<file path="src/rtl/load_store_pipe_pkg.sv">
// Shared definitions for the load/store pipe ownership logic.
//   - ownerState_t  : states of the pipe-owner scheduler
//   - L_SEL_*       : arbiter select encodings (execution vs exception)
//   - ldstOrder_t   : access-size encodings used by load/store requesters
//   - isExceptOwner : true while the exception side holds the arbiter select
package load_store_pipe_pkg;

  typedef enum logic [1:0] {
    EXE_OWN   = 2'b00,
    EXE_DRAIN = 2'b01,
    EXC_OWN   = 2'b10,
    EXC_DRAIN = 2'b11
  } ownerState_t;

  localparam logic L_SEL_EXE    = 1'b0;
  localparam logic L_SEL_EXCEPT = 1'b1;

  typedef enum logic [1:0] {
    ORDER_BYTE = 2'b00,
    ORDER_HALF = 2'b01,
    ORDER_WORD = 2'b10,
    ORDER_NONE = 2'b11
  } ldstOrder_t;

  // The select stays on the exception side through its drain phase so that
  // late responses still return to the exception unit.
  function automatic logic isExceptOwner(input ownerState_t s);
    return (s == EXC_OWN) || (s == EXC_DRAIN);
  endfunction

endpackage

</file>
<file path="src/rtl/ldst_outstanding_counter.sv">
// Up/down saturating counter of in-flight load/store transactions.
// Ports:
//   clock_i, reset_i : clock and synchronous active-high reset
//   issue_i          : one transaction accepted by the pipe this cycle
//   valid_i          : one response returned by the pipe this cycle
//   cnt_o            : registered in-flight count
//   full_o           : registered count equals P_MAX_OUTSTANDING
//   nextZero_o       : count after this edge will be zero
//   err_o            : protocol violation this cycle (issue while full,
//                      or response with nothing in flight)
module ldst_outstanding_counter #(
  parameter int P_MAX_OUTSTANDING = 4,
  parameter int P_CNT_W           = $clog2(P_MAX_OUTSTANDING + 1)
) (
  input  logic               clock_i,
  input  logic               reset_i,
  input  logic               issue_i,
  input  logic               valid_i,
  output logic [P_CNT_W-1:0] cnt_o,
  output logic               full_o,
  output logic               nextZero_o,
  output logic               err_o
);

  logic [P_CNT_W-1:0] cnt_q;
  logic [P_CNT_W-1:0] cnt_d;

  assign full_o = (cnt_q == P_CNT_W'(P_MAX_OUTSTANDING));

  // Issue and response together cancel out, even at zero, since a
  // zero-latency return is legal. A lone issue at the limit or a lone
  // response at zero leaves the count alone and flags an error instead.
  always_comb begin
    cnt_d = cnt_q;
    err_o = 1'b0;
    case ({issue_i, valid_i})
      2'b10: begin
        if (full_o) err_o = 1'b1;
        else        cnt_d = cnt_q + P_CNT_W'(1);
      end
      2'b01: begin
        if (cnt_q == '0) err_o = 1'b1;
        else             cnt_d = cnt_q - P_CNT_W'(1);
      end
      default: cnt_d = cnt_q;
    endcase
  end

  assign nextZero_o = (cnt_d == '0);

  // Count register.
  always_ff @(posedge clock_i) begin
    if (reset_i) cnt_q <= '0;
    else         cnt_q <= cnt_d;
  end

  assign cnt_o = cnt_q;

endmodule

</file>
<file path="src/rtl/load_store_pipe_owner_scheduler.sv">
// Owner scheduler for the shared load/store pipe. Drives the arbiter select
// between the execution unit and the exception unit, and only hands the pipe
// over once every in-flight transaction has returned, so each response goes
// back to the unit that issued it. Either owner is also held while the
// outstanding limit is reached.
// Ports:
//   iCLOCK, iRESET_SYNC : clock and synchronous active-high reset
//   iEXCEPT_WANT        : exception unit requests ownership (level)
//   iEXCEPT_RELEASE     : exception unit returns ownership (pulse)
//   oEXCEPT_GRANT       : exception unit owns the pipe
//   oEXCEPT_HOLD        : exception unit must not issue
//   oEXE_HOLD           : execution unit must not issue
//   iLDST_REQ/BUSY/VALID: pipe request, busy and response strobes
//   oUSE_SEL            : arbiter select, 0 = execution, 1 = exception
//   oOUTSTANDING        : in-flight transaction count
//   oERR_PROTOCOL       : sticky counter protocol error
module load_store_pipe_owner_scheduler
  import load_store_pipe_pkg::*;
#(
  parameter int P_MAX_OUTSTANDING = 4,
  parameter int P_CNT_W           = $clog2(P_MAX_OUTSTANDING + 1)
) (
  input  logic               iCLOCK,
  input  logic               iRESET_SYNC,
  input  logic               iEXCEPT_WANT,
  input  logic               iEXCEPT_RELEASE,
  output logic               oEXCEPT_GRANT,
  output logic               oEXCEPT_HOLD,
  output logic               oEXE_HOLD,
  input  logic               iLDST_REQ,
  input  logic               iLDST_BUSY,
  input  logic               iLDST_VALID,
  output logic               oUSE_SEL,
  output logic [P_CNT_W-1:0] oOUTSTANDING,
  output logic               oERR_PROTOCOL
);

  ownerState_t        state_q;
  ownerState_t        state_d;
  logic               errProtocol_q;
  logic               resetSeen_q;
  logic               issue;
  logic               cntFull;
  logic               cntNextZero;
  logic               cntErr;
  logic [P_CNT_W-1:0] cnt;

  assign issue = iLDST_REQ & ~iLDST_BUSY;

  ldst_outstanding_counter #(
    .P_MAX_OUTSTANDING(P_MAX_OUTSTANDING),
    .P_CNT_W          (P_CNT_W)
  ) uCounter (
    .clock_i   (iCLOCK),
    .reset_i   (iRESET_SYNC),
    .issue_i   (issue),
    .valid_i   (iLDST_VALID),
    .cnt_o     (cnt),
    .full_o    (cntFull),
    .nextZero_o(cntNextZero),
    .err_o     (cntErr)
  );

  // Ownership state register plus the sticky error flag. resetSeen_q keeps
  // every output quiet in the cycle following a sampled reset, so the whole
  // interface reads as zero while reset is held, without any combinational
  // path from the reset input.
  always_ff @(posedge iCLOCK) begin
    if (iRESET_SYNC) begin
      state_q       <= EXE_OWN;
      errProtocol_q <= 1'b0;
      resetSeen_q   <= 1'b1;
    end else begin
      state_q       <= state_d;
      errProtocol_q <= errProtocol_q | cntErr;
      resetSeen_q   <= 1'b0;
    end
  end

  // Next-state logic. Both drain states look at the count after this edge so
  // that a response arriving in the last drain cycle lets the handoff happen
  // on the same edge. Wanting the pipe while the exception side already owns
  // it, or releasing it while not owning it, has no effect.
  always_comb begin
    state_d = state_q;
    case (state_q)
      EXE_OWN: begin
        if (iEXCEPT_WANT) state_d = EXE_DRAIN;
      end
      EXE_DRAIN: begin
        if (!iEXCEPT_WANT)    state_d = EXE_OWN;
        else if (cntNextZero) state_d = EXC_OWN;
      end
      EXC_OWN: begin
        if (iEXCEPT_RELEASE) state_d = EXC_DRAIN;
      end
      EXC_DRAIN: begin
        if (cntNextZero) state_d = EXE_OWN;
      end
      default: state_d = EXE_OWN;
    endcase
  end

  // Outputs depend only on registered state and count.
  always_comb begin
    oUSE_SEL      = L_SEL_EXE;
    oEXCEPT_GRANT = 1'b0;
    oEXE_HOLD     = 1'b0;
    oEXCEPT_HOLD  = 1'b0;
    if (!resetSeen_q) begin
      oUSE_SEL      = isExceptOwner(state_q) ? L_SEL_EXCEPT : L_SEL_EXE;
      oEXCEPT_GRANT = (state_q == EXC_OWN);
      oEXE_HOLD     = (state_q != EXE_OWN) | cntFull;
      oEXCEPT_HOLD  = (state_q != EXC_OWN) | cntFull;
    end
  end

  assign oOUTSTANDING  = cnt;
  assign oERR_PROTOCOL = errProtocol_q;

endmodule

</file>
<file path="config.mk">
export PLATFORM = sky130hd
export DESIGN_NAME = load_store_pipe_owner_scheduler
export DESIGN_NICKNAME = d
export VERILOG_FILES = /design/src/rtl/load_store_pipe_pkg.sv /design/src/rtl/ldst_outstanding_counter.sv /design/src/rtl/load_store_pipe_owner_scheduler.sv
export SDC_FILE = /design/constraint.sdc
export NUM_CORES = 1
export LEC_CHECK = 0
export CAP_MARGIN = 30
export CORE_MARGIN = 8
export CORE_UTILIZATION = 30
export CTS_CLUSTER_SIZE = 24
export DETAILED_ROUTE_END_ITERATION = 6
export HOLD_SLACK_MARGIN = 0.05
export MAX_ROUTING_LAYER = met4
export PLACE_DENSITY_LB_ADDON = 0.3
export SETUP_SLACK_MARGIN = 0.3
export SLEW_MARGIN = 0
export SYNTH_ARGS = -nofsm -noshare
export SYNTH_HDL_FRONTEND = slang
export SYNTH_SLANG_ARGS = --single-unit
</file>
<file path="constraint.sdc">
create_clock -name iCLOCK -period 1.9 [get_ports iCLOCK]
set_input_delay 0.38 -clock iCLOCK [delete_from_list [all_inputs] [get_ports iCLOCK]]
set_output_delay 0.38 -clock iCLOCK [all_outputs]
set_load 0.01 [all_outputs]
</file>
* Word level (Yosys, flattened, before mapping) *
Index checks and enable logic that the tools add are counted.

word-level totals
  register bits after elaboration = 7
  input bits = 7
  output and inout port bits = 8

cells by class
  bitwise gates (word level) = 5
  equality and inequality tests = 11
  add/sub/neg operators = 2
  multiplexer cells = 18
  reductions and logical operators = 6

operator list
  kind                   count
  $mux W2                5
  $mux W1                8
  $ne A2 B2 Y1 const B   4
  $pmux W2 S4            1
  $eq A2 B2 Y1 const B   3
  $logic_not A3 Y1       2
  $mux W3                2
  $pmux W3 S2            1
  $eq A2 B1 Y1 const B   2
  $reduce_and A4 Y1      1
  $add A3 B1 Y3 const B  1
  $eq A3 B3 Y1 const B   1
  $ne A3 B3 Y1 const B   1
  $or A1 B1 Y1           3
  $sub A3 B1 Y3 const B  1
  $logic_not A2 Y1       1
  $pmux W1 S2            1
  $reduce_bool A2 Y1     1
  $and A1 B1 Y1          1
  $logic_or A1 B1 Y1     1
  $not A1 Y1             1

* Logic depth before layout (Yosys ltp) *
Gate-level depths: netlist of the first run.

  word-level depth = 8
  gate-level depth with buffers = 8
  mapped depth without buffers = 8

* Modules after synthesis *
Synthesis of the first run repeated with hierarchy kept, for this count alone.

unflattened totals
  cells, all modules = 57
  area total of the unflattened synthesis = 498.0 µm²

by module, submodules not included
  module                           area each (µm²)  times used  cells an instance  seq. area each (µm²)
  ldst_outstanding_counter         325.3            1           38                 60.1
  load_store_pipe_owner_scheduler  172.7            1           19                 80.1

* Worst setup path after synthesis of the first run *
OpenSTA, ideal clock, no wires.

  kind = flip-flop to flip-flop
  from = reg uCounter.cnt_q[0] (netlist: uCounter.cnt_o[0])
  to = reg with a tool-made name
  library setup time = 0.072 ns
  path slack = 0.139 ns
  cell stages (with the launch flop) = 8
  required time = 1.828 ns
  arrival = 1.690 ns
  path buffers = 0
  cells stage by stage = dfxtp_1 > inv_1 > ha_1 > nor2b_1 > a22o_1 > a22oi_2 > and4_4 > mux2i_1

RTL lines
  item                      RTL line                        text
  start: declaration        ldst_outstanding_counter.sv:25  logic [P_CNT_W-1:0] cnt_q;
  start signal: assignment  ldst_outstanding_counter.sv:54  else cnt_q <= cnt_d;

* Worst setup path after layout of the first run *
  from = reg uCounter.cnt_q[1] (netlist: uCounter.cnt_o[1])
  to = out oEXCEPT_HOLD

on the way
  longest elaborated chain between the ends = 3

RTL lines
  item              RTL line                                text
  $eq A3 B3 Y1      ldst_outstanding_counter.sv:28          assign full_o = (cnt_q == P_CNT_W'(P_MAX_OUTSTANDING));
  $or A1 B1 Y1      load_store_pipe_owner_scheduler.sv:114  oEXCEPT_HOLD = (state_q != EXC_OWN) | cntFull;
  $mux W1           load_store_pipe_owner_scheduler.sv:110  if (!resetSeen_q) begin
  end: declaration  load_store_pipe_owner_scheduler.sv:28   output logic oEXCEPT_HOLD,

Every way passes these cells.

==> metrics.csv, run 1 <==
stage;metric;value;unit
outcome;status;finished clean;
yosys;simple-gate share of the synthesized area;24.1;%
min_path;hold path startpoint;oERR_PROTOCOL$_SDFF_PP0_;
sta;Tcrit/Tclk final;89.2;%
floorplanning;die width;56.6;um
setup_path;Critical R2R Launch;uCounter.cnt_o[1]$_SDFF_PP0_;
yosys;Main synth FF type;dfxtp_1;
route;WL per Instance;13.3;um
power_and_ir_drop;Power Total;416;uW
placed_design;dpl hpwl;1010;um
grt;grt ovf;0;
setup_path;R2R depth;8;
power_and_ir_drop;worst vdd ir;0.000348;V
yosys;Ys Warns;0;
floorplanning;initial core utilization;32.4;%
yosys;post-synthesis cell count;60;
grt;GRT Util Overall;9.31;%
grt;initial antenna violation count;0;
power_and_ir_drop;Comb pwr share;28.7;%
min_path;Worst Hold End;oERR_PROTOCOL$_SDFF_PP0_;
setup_path;crit-path max FO;2;
sta;Hold Fails Final Rpt;0;
sta;# setup viols final;0;
yosys;leading area contributor after synthesis;dfxtp_1;
setup_path;slowest CP cell;dfxtp_2;
floorplanning;Ports;15;
sta;Fin Clk Skew;2.20;ps
sta;final hold slack;483;ps
cts;CTS H-tree depth;1;
route;via count;531;
route;DRC;0;
layout;most common cell after layout, fill and taps aside;buf_4;
cts;Worst-Skew Late Latency;250;ps
flow_run;Max Cap Violations;0;
layout;commonest non-fill, non-tap cells in the layout;11 x buf_4, 8 x nor2_1;
cts;CTS buffer count;3;
placed_design;Buffers on Ports;14;
route;Detailed Route Iter0 Violations;7;
power_and_ir_drop;Flop pwr share;38.9;%
floorplanning;FP Rows;14;
yosys;Post-Synth Adder-Cell Area;12.7;%
floorplanning;die area;0.00320;mm2
power_and_ir_drop;switching power;118;uW
yosys;number of synthesized flops with an enable pin;0;
yosys;#FFs+latches synth;7;
yosys;share of the synthesized area in the top cell type;28.4;%
yosys;post-synthesis xor/xnor area fraction;0;%
cts;Clock Tree Buf Depth;2;
floorplanning;Die Y;56.6;um
power_and_ir_drop;Pleak;0.390;nW
yosys;fraction of registers with async set or reset after synthesis;0;%
power_and_ir_drop;internal power;298;uW
grt;largest net degree at the start of global routing;9;
power_and_ir_drop;Clock power frac;32.5;%
min_path;Min-Delay Path Depth;2;
sta;max-slew violation total from the final report;0;
setup_path;Top Family by Delay on Critical Path;flip-flops;
cts;CTS tree;built;
sta;relative slew slack;81.3;%
setup_path;Setup crit start kind;register;
setup_path;CP peak stage delay;340;ps
layout;post-layout util;54.4;%
route;drt pass-1 iters;4;
layout;# nets final;104;
route;final wirelength;1430;um
yosys;mux cell area share after synthesis;2.03;%
setup_path;CP endpoint kind;output pin;
setup_path;Register-to-Register Setup Slack;220;ps
setup_path;Critical Path RT;1520;ps
setup_path;Worst Path Buf+Inv;2;
setup_path;worst-path cell chain;inv_2, ha_4, a21oi_2, a21oi_1, dlygate4sd2_1;
sta;fmax;590;MHz
yosys;Syn Area/Cell;8.24;um2
layout;share of layout cells above drive strength 1;44.0;%
yosys;post-synthesis sequential area ratio;28.4;%
layout;Fill cells;136;
sta;Tmin final;1690;ps
route;drt via density;4.96;
power_and_ir_drop;Switching Fraction;28.4;%
yosys;main combinational cell family by area after synthesis;compound AO/OA/AOI/OAI gates;
placed_design;GP Congestion;0.809;
min_path;hold crit path type;register to register;
yosys;synth top area cells;dfxtp_1 28%, ha_1 13%, inv_1 6.1%;
cts;CTS sink cnt;7;
sta;RSZ-0062 raised after global routing;true;
route;post-route ant nets;0;
grt;vias in the first global route;536;
grt;first-pass GRT wire length;2340;um
cts;Clk Tree Root Cell;clkbuf_4;
setup_path;worst setup path class;register to output pin;
yosys;syn nets;72;
cts;clock slew seen by the registers of the worst setup and hold paths;50;ps
power_and_ir_drop;PwrDens;501;mW/mm2
yosys;Yosys cell types;27;
setup_path;Crit path arrival time;1310;ps
layout;area grow syn2layout;67.8;%
yosys;compound-cell area share of the yosys netlist;26.1;%
layout;Diodes inserted;0;
sta;worst slew pin tran;280;ps
floorplanning;Core Footprint;0.00152;mm2
yosys;post-synthesis cell area;494;um2
==> Yosys cell counts (all sizes together) (2+ instances only) <==
cell type / instances
a21oi: 3
ha: 5
nor2: 8
o21ai: 4
nor3b: 3
inv: 9
nand2b: 2
dfxtp: 7
a31oi: 3
nand2: 2
o211ai: 2
==> power by group through the flow <==
stage          registers (mW)  clock network [mW]  logic (mW)
6_report                0.162               0.135       0.119
5_1_grt                 0.163               0.150       0.129
4_1_cts                 0.162               0.136       0.118
3_5_place_dp            0.164                   0       0.112
3_3_place_gp            0.164                   0       0.109
2_1_floorplan           0.165                   0      0.0601
==> per-stage QoR <==
stage          instances  instance area [um2]  setup TNS [ps]  setup WS (ps)
4_1_cts              107                  831               0            196
3_3_place_gp          97                  744            -543           -262
2_1_floorplan         60                  532               0            287
6_report             107                  830               0            206
3_5_place_dp          97                  744            -606           -278
5_1_grt              107                  830               0           85.5
==> tightest hold or removal path: stages (launching register included) <==
cell,delay [ps]
dfxtp_1,330
a31oi_1,40
nor2_1,70
==> routing by layer <==
metal / vias to the layer above / global-route usage (%) / wire length (um)
li1: 276 / - / -
met1: 244 / 8.66 / 603
met2: 9 / 16.5 / 751
met3: 2 / 3.60 / 55
met4: 0 / 4.12 / 17
met5: - / - / 0
==> cell type report <==
class	instances	area, um2	share of cell area, %
Multi-Input combinational cell	44	374	45.1
Clock buffer	4	26.3	3.17
Timing Repair Buffer	27	224	27.0
Tap cell	16	20.0	2.41
Inverter	9	38.8	4.68
Sequential cell	7	146	17.6
==> repair_timing <==
action	4_1_cts	5_1_grt
resized for setup	30	4
setup buffers	6	0
endpoints found under the setup margin	10	6
pin swaps	11	1
hold buffers	0	0
==> kinds of logic after synthesis <==
kind of cell,Yosys count
and+or+nand+nor,20
AOI/OAI and AO/OA,18
buffers and inverters,9
DFF,7
adders and majority gates,5
muxes,1
==> worst max-delay path by stage <==
stage	end	from	slack, ps	depth (start not counted)
floorplan	register	iLDST_BUSY	290	7
global placement	register	iLDST_BUSY	-260	9
detailed placement	register	iLDST_BUSY	-280	9
CTS	oEXCEPT_HOLD	uCounter.cnt_o[1]$_SDFF_PP0_	200	5
global route	register	uCounter.cnt_o[0]$_SDFF_PP0_	90	8
finish	oEXCEPT_HOLD	uCounter.cnt_o[1]$_SDFF_PP0_	210	5
Power figures use the tool's default switching activity.
==> run 2, diff against run 1 <==
Settings changed: SETUP_SLACK_MARGIN 0.3 to 0.2.
==> run 2 against run 1 <==
Compared with the run above: via count up 4.0%; critical path depth up 2; sequential power about the same; power is 4.3% higher; sequential share of layout area shrank 1.9 points; die area is the same; clock power about the same; flip-flop and latch count did not move; register-to-register slack about the same; count of clock-buffer cells in the layout stayed put.
==> metrics.csv, run 2 (same netlist as run 1, synthesis figures left out) <==
stage;metric;value;unit
sta;RSZ-0062 raised after global routing;true;
setup_path;worst setup path class;register to register;
grt;initial antenna violation count;0;
power_and_ir_drop;Pleak;0.418;nW
grt;grt ovf;0;
layout;Diodes inserted;0;
cts;clock slew seen by the registers of the worst setup and hold paths;50;ps
layout;commonest non-fill, non-tap cells in the layout;13 x buf_4, 8 x nor2_1, 5 x clkdlybuf4s50_1, 5 x dfxtp_1, 4 x inv_1;
floorplanning;Ports;15;
layout;post-layout util;59.4;%
cts;Clk Tree Root Cell;clkbuf_4;
sta;# setup viols final;0;
floorplanning;FP Rows;14;
layout;most common cell after layout, fill and taps aside;buf_4;
sta;relative slew slack;78.7;%
cts;CTS sink cnt;7;
setup_path;Crit path arrival time;1860;ps
layout;area grow syn2layout;83.0;%
route;drt via density;5.06;
power_and_ir_drop;PwrDens;479;mW/mm2
floorplanning;Die Y;56.6;um
sta;Tcrit/Tclk final;88.4;%
layout;multi-input logic area;415;um2
cts;Worst-Skew Late Latency;250;ps
route;drt pass-1 iters;4;
placed_design;GP Congestion;0.821;
sta;max-slew violation total from the final report;0;
setup_path;CP endpoint kind;register;
layout;Fill cells;141;
sta;total negative setup slack;0;ps
floorplanning;initial core utilization;32.4;%
setup_path;Critical R2R Launch;uCounter.cnt_o[1]$_SDFF_PP0_;
floorplanning;die width;56.6;um
route;DRC;0;
layout;# nets final;106;
grt;first-pass GRT wire length;2300;um
sta;Fin Clk Skew;6.75;ps
setup_path;Setup crit start;uCounter.cnt_o[1]$_SDFF_PP0_;
cts;CTS tree;built;
grt;largest net degree at the start of global routing;9;
layout;share of layout cells above drive strength 1;46.2;%
route;Detailed Route Iter0 Violations;9;
route;WL per Instance;13.4;um
cts;CTS H-tree depth;1;
setup_path;CP peak stage delay;340;ps
sta;worst slew pin tran;318;ps
sta;Hold Fails Final Rpt;0;
setup_path;Worst Path Buf+Inv;1;
setup_path;Critical Path RT;2080;ps
min_path;hold crit path type;register to register;
floorplanning;die area;0.00320;mm2
floorplanning;Core Footprint;0.00152;mm2
outcome;status;finished clean;
route;via count;552;
setup_path;Stages on worst setup path;7;
placed_design;dpl hpwl;1000;um
setup_path;crit-path max FO;2;
route;final wirelength;1460;um
setup_path;slowest CP cell;dfxtp_1;
sta;fmax;595;MHz
setup_path;Top Family by Delay on Critical Path;compound AO/OA/AOI/OAI gates;
setup_path;Register-to-Register Setup Slack;220;ps
layout;Seq. cell area;143;um2
cts;Clock Tree Buf Depth;2;
power_and_ir_drop;worst vdd ir;0.000456;V
grt;GRT Util Overall;8.95;%
setup_path;Setup crit start kind;register;
placed_design;Buffers on Ports;14;
route;post-route ant nets;0;
sta;Tmin final;1680;ps
flow_run;Max Cap Violations;0;
cts;CTS buffer count;3;
setup_path;worst-path cell chain;inv_2, ha_4, nor2b_4, a22o_1, a22oi_2, and4_4, mux2i_1;
setup_path;R2R depth;7;
grt;vias in the first global route;530;
[run 2: metal layers]
| metal | share of wire [%] | track usage (%) | wire, um | up-vias |
|---|---|---|---|---|
| met5 | 0 | - | 0 | - |
| met4 | 1.4 | 2.06 | 20 | 0 |
| met2 | 53 | 14.9 | 772 | 16 |
| met3 | 5.6 | 4.27 | 82 | 2 |
| met1 | 40 | 9.32 | 588 | 254 |
| li1 | - | - | - | 280 |
[run 2: metrics by stage]
stage / cell area [um2] / total power [mW] / setup WS (ps) / hold WS, ps / cells
floorplan: 498 / 0.219 / 203 / 408 / 60
global placement: 726 / 0.270 / -359 / 453 / 99
global route: 905 / 0.464 / 153 / 520 / 109
detailed placement: 726 / 0.272 / -404 / 466 / 99
finish: 905 / 0.434 / 221 / 475 / 109
CTS: 831 / 0.423 / 194 / 479 / 107
[run 2: worst reg2reg max path, delay by kind of cell (launching register included)]
| family | cells | cell delay, ps |
|---|---|---|
| AO/OA/AOI/OAI | 2 | 430 |
| flip-flops | 1 | 340 |
| buffers and inverters | 1 | 60 |
| adder cells (fa/ha/maj) | 1 | 280 |
| multiplexers | 1 | 180 |
| AND/OR/NAND/NOR | 2 | 310 |
[run 2: timing repair]
item	4_1_cts	5_1_grt
buffers inserted	4	2
hold buffers	0	0
cloned	0	0
setup endpoints to repair	9	8
gates resized for setup	23	17
pin swaps	10	9
[run 2: area by class of cell]
class,count,area share (%)
Multi-Input combinational cell,44,45.9
Timing Repair Buffer,29,28.6
Sequential cell,7,15.8
Inverter,9,4.56
Clock buffer,4,2.90
Tap cell,16,2.21
[run 2: report_power, final]
part / switching [mW] / internal (mW)
Sequential: 0.00801 / 0.155
Clock: 0.0533 / 0.0801
Combinational: 0.0619 / 0.0754
[run 2: how the worst min path moves through the flow]
stage	start	to	slack [ps]	cells after the start
6_report	oERR_PROTOCOL$_SDFF_PP0_	oERR_PROTOCOL$_SDFF_PP0_	470	2
3_3_place_gp	oERR_PROTOCOL$_SDFF_PP0_	oERR_PROTOCOL$_SDFF_PP0_	450	2
2_1_floorplan	iRESET_SYNC	resetSeen_q$_DFF_P_	410	0
5_1_grt	oERR_PROTOCOL$_SDFF_PP0_	oERR_PROTOCOL$_SDFF_PP0_	520	2
4_1_cts	oERR_PROTOCOL$_SDFF_PP0_	oERR_PROTOCOL$_SDFF_PP0_	480	2
3_5_place_dp	oERR_PROTOCOL$_SDFF_PP0_	oERR_PROTOCOL$_SDFF_PP0_	470	2
==> run 3, diff against run 2 <==
Settings changed: HOLD_SLACK_MARGIN 0.05 to default.
==> results of run 3 <==
Final layout, timing and power as in run 2 (identical DEF).
